$ cat src/rtl/alu_pkg.sv
// Shared ALU definitions: op codes, execute-unit FSM encoding, default width.
// The ALU control decoder uses this package too.
package alu_pkg;

  localparam int ALU_WIDTH = 32;

  localparam logic [3:0] OP_AND = 4'b0000;
  localparam logic [3:0] OP_OR  = 4'b0001;
  localparam logic [3:0] OP_ADD = 4'b0010;
  localparam logic [3:0] OP_MUL = 4'b0011;
  localparam logic [3:0] OP_SUB = 4'b0110;
  localparam logic [3:0] OP_SLT = 4'b0111;
  localparam logic [3:0] OP_SLL = 4'b1000;
  localparam logic [3:0] OP_SRL = 4'b1001;
  localparam logic [3:0] OP_SRA = 4'b1010;
  localparam logic [3:0] OP_XOR = 4'b1100;

  typedef enum logic [1:0] {
    ST_IDLE  = 2'd0,
    ST_SHIFT = 2'd1,
    ST_MUL   = 2'd2,
    ST_DONE  = 2'd3
  } alu_state_e;

  // True for the three serial shift ops.
  function automatic logic is_shift_op(input logic [3:0] op);
    return (op == OP_SLL) || (op == OP_SRL) || (op == OP_SRA);
  endfunction

endpackage

$ cat src/rtl/alu_comb_ops.sv
// Single-cycle ALU ops plus illegal-op detection. Shift and MUL codes are
// legal here but produce 0; the execute unit iterates those itself.
module alu_comb_ops
  import alu_pkg::*;
#(
  parameter int WIDTH = ALU_WIDTH
) (
  input  logic [3:0]       op,
  input  logic [WIDTH-1:0] a,
  input  logic [WIDTH-1:0] b,
  output logic [WIDTH-1:0] res,
  output logic             illegal
);

  // Result mux over the single-cycle ops; unknown codes flag illegal.
  always_comb begin
    res     = '0;
    illegal = 1'b0;
    case (op)
      OP_AND: res = a & b;
      OP_OR:  res = a | b;
      OP_ADD: res = a + b;
      OP_SUB: res = a - b;
      OP_SLT: res = {{(WIDTH-1){1'b0}}, ($signed(a) < $signed(b))};
      OP_XOR: res = a ^ b;
      OP_SLL, OP_SRL, OP_SRA, OP_MUL: res = '0;
      default: illegal = 1'b1;
    endcase
  end

endmodule

$ cat src/rtl/alu_exec_unit.sv
// Multi-cycle integer execute unit: single-cycle ops in one pass, shifts at
// one bit per cycle, MUL as shift-add at one multiplier bit per cycle.
module alu_exec_unit
  import alu_pkg::*;
#(
  parameter int WIDTH = ALU_WIDTH,
  parameter int SHW   = $clog2(WIDTH)
) (
  input  logic             clk,
  input  logic             reset,
  input  logic             in_valid,
  output logic             in_ready,
  input  logic [3:0]       operation,
  input  logic [WIDTH-1:0] src_a,
  input  logic [WIDTH-1:0] src_b,
  output logic             out_valid,
  input  logic             out_ready,
  output logic [WIDTH-1:0] result,
  output logic             zero,
  output logic             illegal_op
);

  // cnt must hold WIDTH itself for MUL, hence one extra bit over SHW.
  localparam int CW = SHW + 1;

  alu_state_e       state, state_d;
  logic [3:0]       op_q, op_d;
  logic [WIDTH-1:0] acc, acc_d;
  logic [WIDTH-1:0] mcand, mcand_d;
  logic [WIDTH-1:0] mplier, mplier_d;
  logic [CW-1:0]    cnt, cnt_d;
  logic [WIDTH-1:0] res_d;
  logic             zero_d, ill_d;

  logic [WIDTH-1:0] comb_res;
  logic             comb_ill;
  logic [WIDTH-1:0] shifted;
  logic [WIDTH-1:0] mul_sum;
  logic [SHW-1:0]   shamt;

  alu_comb_ops #(.WIDTH(WIDTH)) u_comb (
    .op      (operation),
    .a       (src_a),
    .b       (src_b),
    .res     (comb_res),
    .illegal (comb_ill)
  );

  assign shamt     = src_b[SHW-1:0];
  assign in_ready  = (state == ST_IDLE);
  assign out_valid = (state == ST_DONE);

  // One-bit step of the latched shift op and one shift-add step of MUL.
  always_comb begin
    case (op_q)
      OP_SLL:  shifted = {acc[WIDTH-2:0], 1'b0};
      OP_SRL:  shifted = {1'b0, acc[WIDTH-1:1]};
      default: shifted = {acc[WIDTH-1], acc[WIDTH-1:1]};
    endcase
    mul_sum = acc + (mplier[0] ? mcand : '0);
  end

  // Next-state and datapath updates; output regs load only when entering DONE.
  always_comb begin
    state_d  = state;
    op_d     = op_q;
    acc_d    = acc;
    mcand_d  = mcand;
    mplier_d = mplier;
    cnt_d    = cnt;
    res_d    = result;
    zero_d   = zero;
    ill_d    = illegal_op;
    case (state)
      ST_IDLE: begin
        if (in_valid) begin
          op_d = operation;
          if (is_shift_op(operation)) begin
            if (shamt == '0) begin
              res_d   = src_a;
              zero_d  = (src_a == '0);
              ill_d   = 1'b0;
              state_d = ST_DONE;
            end else begin
              acc_d   = src_a;
              cnt_d   = {1'b0, shamt};
              state_d = ST_SHIFT;
            end
          end else if (operation == OP_MUL) begin
            acc_d    = '0;
            mcand_d  = src_a;
            mplier_d = src_b;
            cnt_d    = CW'(WIDTH);
            state_d  = ST_MUL;
          end else begin
            res_d   = comb_res;
            zero_d  = (comb_res == '0);
            ill_d   = comb_ill;
            state_d = ST_DONE;
          end
        end
      end
      ST_SHIFT: begin
        acc_d = shifted;
        cnt_d = cnt - 1'b1;
        if (cnt == CW'(1)) begin
          res_d   = shifted;
          zero_d  = (shifted == '0);
          ill_d   = 1'b0;
          state_d = ST_DONE;
        end
      end
      ST_MUL: begin
        acc_d    = mul_sum;
        mcand_d  = mcand << 1;
        mplier_d = mplier >> 1;
        cnt_d    = cnt - 1'b1;
        if (cnt == CW'(1)) begin
          res_d   = mul_sum;
          zero_d  = (mul_sum == '0);
          ill_d   = 1'b0;
          state_d = ST_DONE;
        end
      end
      ST_DONE: begin
        if (out_ready) state_d = ST_IDLE;
      end
      default: state_d = ST_IDLE;
    endcase
  end

  // State and datapath registers; reset aborts any request in flight.
  always_ff @(posedge clk) begin
    if (reset) begin
      state      <= ST_IDLE;
      op_q       <= '0;
      acc        <= '0;
      mcand      <= '0;
      mplier     <= '0;
      cnt        <= '0;
      result     <= '0;
      zero       <= 1'b1;
      illegal_op <= 1'b0;
    end else begin
      state      <= state_d;
      op_q       <= op_d;
      acc        <= acc_d;
      mcand      <= mcand_d;
      mplier     <= mplier_d;
      cnt        <= cnt_d;
      result     <= res_d;
      zero       <= zero_d;
      illegal_op <= ill_d;
    end
  end

endmodule
$ cat config.mk
export PLATFORM = sky130hd
export DESIGN_NAME = alu_exec_unit
export DESIGN_NICKNAME = d
export VERILOG_FILES = /design/src/rtl/alu_pkg.sv /design/src/rtl/alu_comb_ops.sv /design/src/rtl/alu_exec_unit.sv
export SDC_FILE = /design/constraint.sdc
export NUM_CORES = 1
export LEC_CHECK = 0
export CAP_MARGIN = 40
export CORE_ASPECT_RATIO = 0.8
export CORE_UTILIZATION = 61
export CTS_CLUSTER_SIZE = 24
export DETAILED_ROUTE_END_ITERATION = 10
export PLACE_DENSITY = 0.82
export SLEW_MARGIN = 20
export SYNTH_ARGS = -nofsm -noshare
export SYNTH_HDL_FRONTEND = slang
export SYNTH_HIERARCHICAL = 1
export SYNTH_SLANG_ARGS = --single-unit
export TNS_END_PERCENT = 30
$ cat constraint.sdc
create_clock -name clk -period 5.5 [get_ports clk]
set_input_delay 0.825 -clock clk [delete_from_list [all_inputs] [get_ports clk]]
set_output_delay 0.825 -clock clk [all_outputs]
set_load 0.02 [all_outputs]
==> results.ini <==
[yosys]
ys_top_cells_by_area=dfxtp_1 19%, ha_1 12%, nor2_1 6.8%
ys_ff_latch=142
synth_cell_type_count=100
synth_top_area_share_pct=19.0
seq_area_frac_synth_pct=19.0
yosys.area.top_type=dfxtp_1
ys_dominant_reg_cell=dfxtp_1
synth_edf_count=0
syn-cell-area_sq_um=15000
yosys_warnings=6
synth_nets=2253
synth-async-reset-ratio_pct=0
syn_inst=2038
syn_avg_cell_area_sq_um=7.34

[setup_path]
worstReg2RegEnd=result[9]$_SDFFE_PP0P_
reg2reg_depth=12
start_kind=input port
regToRegSetupSlack_ps=1610
crit_fanout=6
rr_startpoint=mplier[0]$_SDFFE_PP0P_
crit_path_end_kind=flip-flop
critPathArrivalTime_ps=5820
critPathKind=in2reg
required_ps=5900

[min_path]
hold_class=reg2reg
holdPathEnd=op_q[3]$_SDFFE_PP0P_
min_from=op_q[3]$_SDFFE_PP0P_
hold_path_depth=2

[grt]
met3_usage_pct=12.5
met2_usage_pct=66.7
grt_start_max_net_pins=73
grtUsageTotal_pct=46.1
grt_overflow=0
grt_pass1_vias=16130
grt_pass1_wl_microns=89900
antenna_found_initial=1
busiest_layer=met2
grt_use_met1_pct=62.6

[power]
p_int_uw=3820
switchingPower_uw=3670
vdd.ir_drop.worst_mv=0.336
leakage_uw=0.00726
power_density_nw_per_um2=419
clkPwrFrac_pct=16.3
power_frac_seq_pct=23.3
swShare_pct=49.0
p_comb_share_pct=60.4

[detailed_routing]
drt-initial-drc-count=2740
drc=0
drt_first_pass_iters=8
vias_per_cell=6.97
routed_wl_microns=58900
ant_nets=0
wl_per_cell_microns=23.4
via_count=17533

[clock_network]
cts-htree-levels=4
cts_hold_buf=0
clkSinkCount=142
clk_pin_slew_ps=70
cts.path.max_buffers=2
numCtsBuffers=17
root_buffer=clkbuf_16
clock_latency_ps=450
cts_tree=built

[placement]
dp_hpwl_microns=44200
gp_congestion=1.07
portBuffers=107
dpl_cell_area_sq_um=17200

[finish]
nFillCells=1834
num-nets-final=2407
syn_to_final_growth_pct=19.4
final_cell_mix=270 x nor2_1, 171 x buf_4, 159 x a21oi_1, 142 x dfxtp_1, 139 x ha_1
fin_area_sq_um=17900
drive_gt1_share_pct=13.5
final_common_cell=nor2_1
diodes=0

[sta]
fin_crit_ps=5420
clock.fmax_mhz=185
tightestPinTransition_ps=857
relSlewSlack_pct=42.9
final.period_utilization_pct=98.5
clock_skew_ps=9.97
finalSetupViolCount=0
hold_violations=0
drv_slew=0
final.setup.tns_ps=0

[job]
drv_cap=0

[floorplanning]
num_rows=50
die_x_microns=177
start_util_pct=63.1
die_h_microns=142
dieArea_sq_um=25200
core_region_area_sq_um=23700
io_pins=108

[outcome]
status=finished, final reports clean

==> cells by family (layout without fill, tap and decap cells) <==
logic type                 count (synthesis)  count (layout)  share of synthesized area, %
and+or+nand+nor                          688             688                          22.1
AOI/OAI and AO/OA                        684             684                          31.8
xor gates and xnor gates                  20              20                          1.17
buffers and inverters                    262             428                          7.01
DFF                                      142             142                          19.0
muxes                                     99              99                          6.82
adders and majority gates                143             143                          12.1
==> cell type report <==
cell class	count	area, sq um	share of cell area, %
sequential	142	2840	15.9
inverter	117	439	2.46
clock inverter	12	134	0.749
clock buffer	19	453	2.53
multi-input combinational	1634	11200	62.6
timing repair buffer	280	2430	13.6
tap	312	390	2.18
==> flip-flops by register name (all words and copies together) (netlist names) <==
register    count
acc            32
illegal_op      1
op_q            4
zero            1
mcand          32
state           2
result         32
cnt             6
mplier         32
==> critical path, stage by stage <==
cell             delay (ps)
clkdlybuf4s50_1         480
inv_1                    70
ha_1                    380
a21oi_1                 330
o21ai_0                 240
or3_1                   390
o22ai_1                 380
o31a_1                  270
o41ai_2                 110
a211o_1                 330
mux2i_1                 160
o21ai_0                 140
nor4_2                  370
nand4_1                 150
o21ai_2                 180
o31ai_1                 110
nand4b_1                240
nor4b_2                 260
and4_1                  230
nand4_1                  80
nand2_1                  90
==> worst max-delay path by stage <==
stage | startpoint | end | slack, ps | depth (start not counted)
4_1_cts | src_b[0] | zero$_SDFFE_PP1P_ | 8 | 23
6_report | src_b[9] | zero$_SDFFE_PP1P_ | 80 | 21
3_5_place_dp | src_b[0] | zero$_SDFFE_PP1P_ | -480 | 22
5_1_grt | src_a[0] | zero$_SDFFE_PP1P_ | -40 | 22
3_3_place_gp | src_b[0] | zero$_SDFFE_PP1P_ | -170 | 22
2_1_floorplan | src_a[0] | zero$_SDFFE_PP1P_ | 1080 | 21
==> power by group through the flow <==
stage	sequential, uW	combinational (uW)	clock, uW
floorplan	1760	2790	0
global placement	1730	4070	0
detailed placement	1740	4250	0
CTS	1720	4290	1210
global route	1780	4810	1260
finish	1750	4520	1220
==> metal layers <==
layer  wire [microns]  vias up
met5               15        -
met4             3160        2
met3             8080      246
met2            23700     1402
met1            23900     8048
li1                 -     7835
==> Yosys cell counts, types with 15 or more instances <==
cell type / count
a211oi_1: 126
a21o_1: 21
a21oi_1: 163
a221oi_1: 15
a22oi_1: 29
a31oi_1: 17
and2_1: 41
buf_2: 19
clkbuf_1: 115
dfxtp_1: 142
ha_1: 140
inv_1: 117
mux2_2: 24
mux2i_1: 75
nand2_1: 133
nand2b_1: 17
nand3_1: 36
nand4_1: 27
nor2_1: 271
nor2b_1: 17
nor3_1: 42
nor4_1: 37
o211ai_1: 30
o21a_1: 19
o21ai_0: 88
o21ai_1: 16
==> per-stage QoR <==
| stage | hold WS [ps] | power (uW) | setup WS [ps] | std cells | utilization [%] |
|---|---|---|---|---|---|
| floorplan | 436 | 4550 | 1080 | 2038 | - |
| global placement | 446 | 5800 | -173 | 2479 | 72.2 |
| detailed placement | 459 | 5990 | -485 | 2482 | 72.4 |
| CTS | 468 | 7230 | 8.28 | 2513 | 74.9 |
| global route | 491 | 7850 | -35.9 | 2516 | 75.4 |
| finish | 471 | 7490 | 80.0 | 2516 | 75.4 |
==> timing repair <==
action / in CTS / in global routing
resized for setup: 2 / 14
pin swaps: 1 / 2
buffers inserted: 0 / 1
setup endpoints to repair: 1 / 1
No activity file was read; power rests on OpenSTA's default activity.
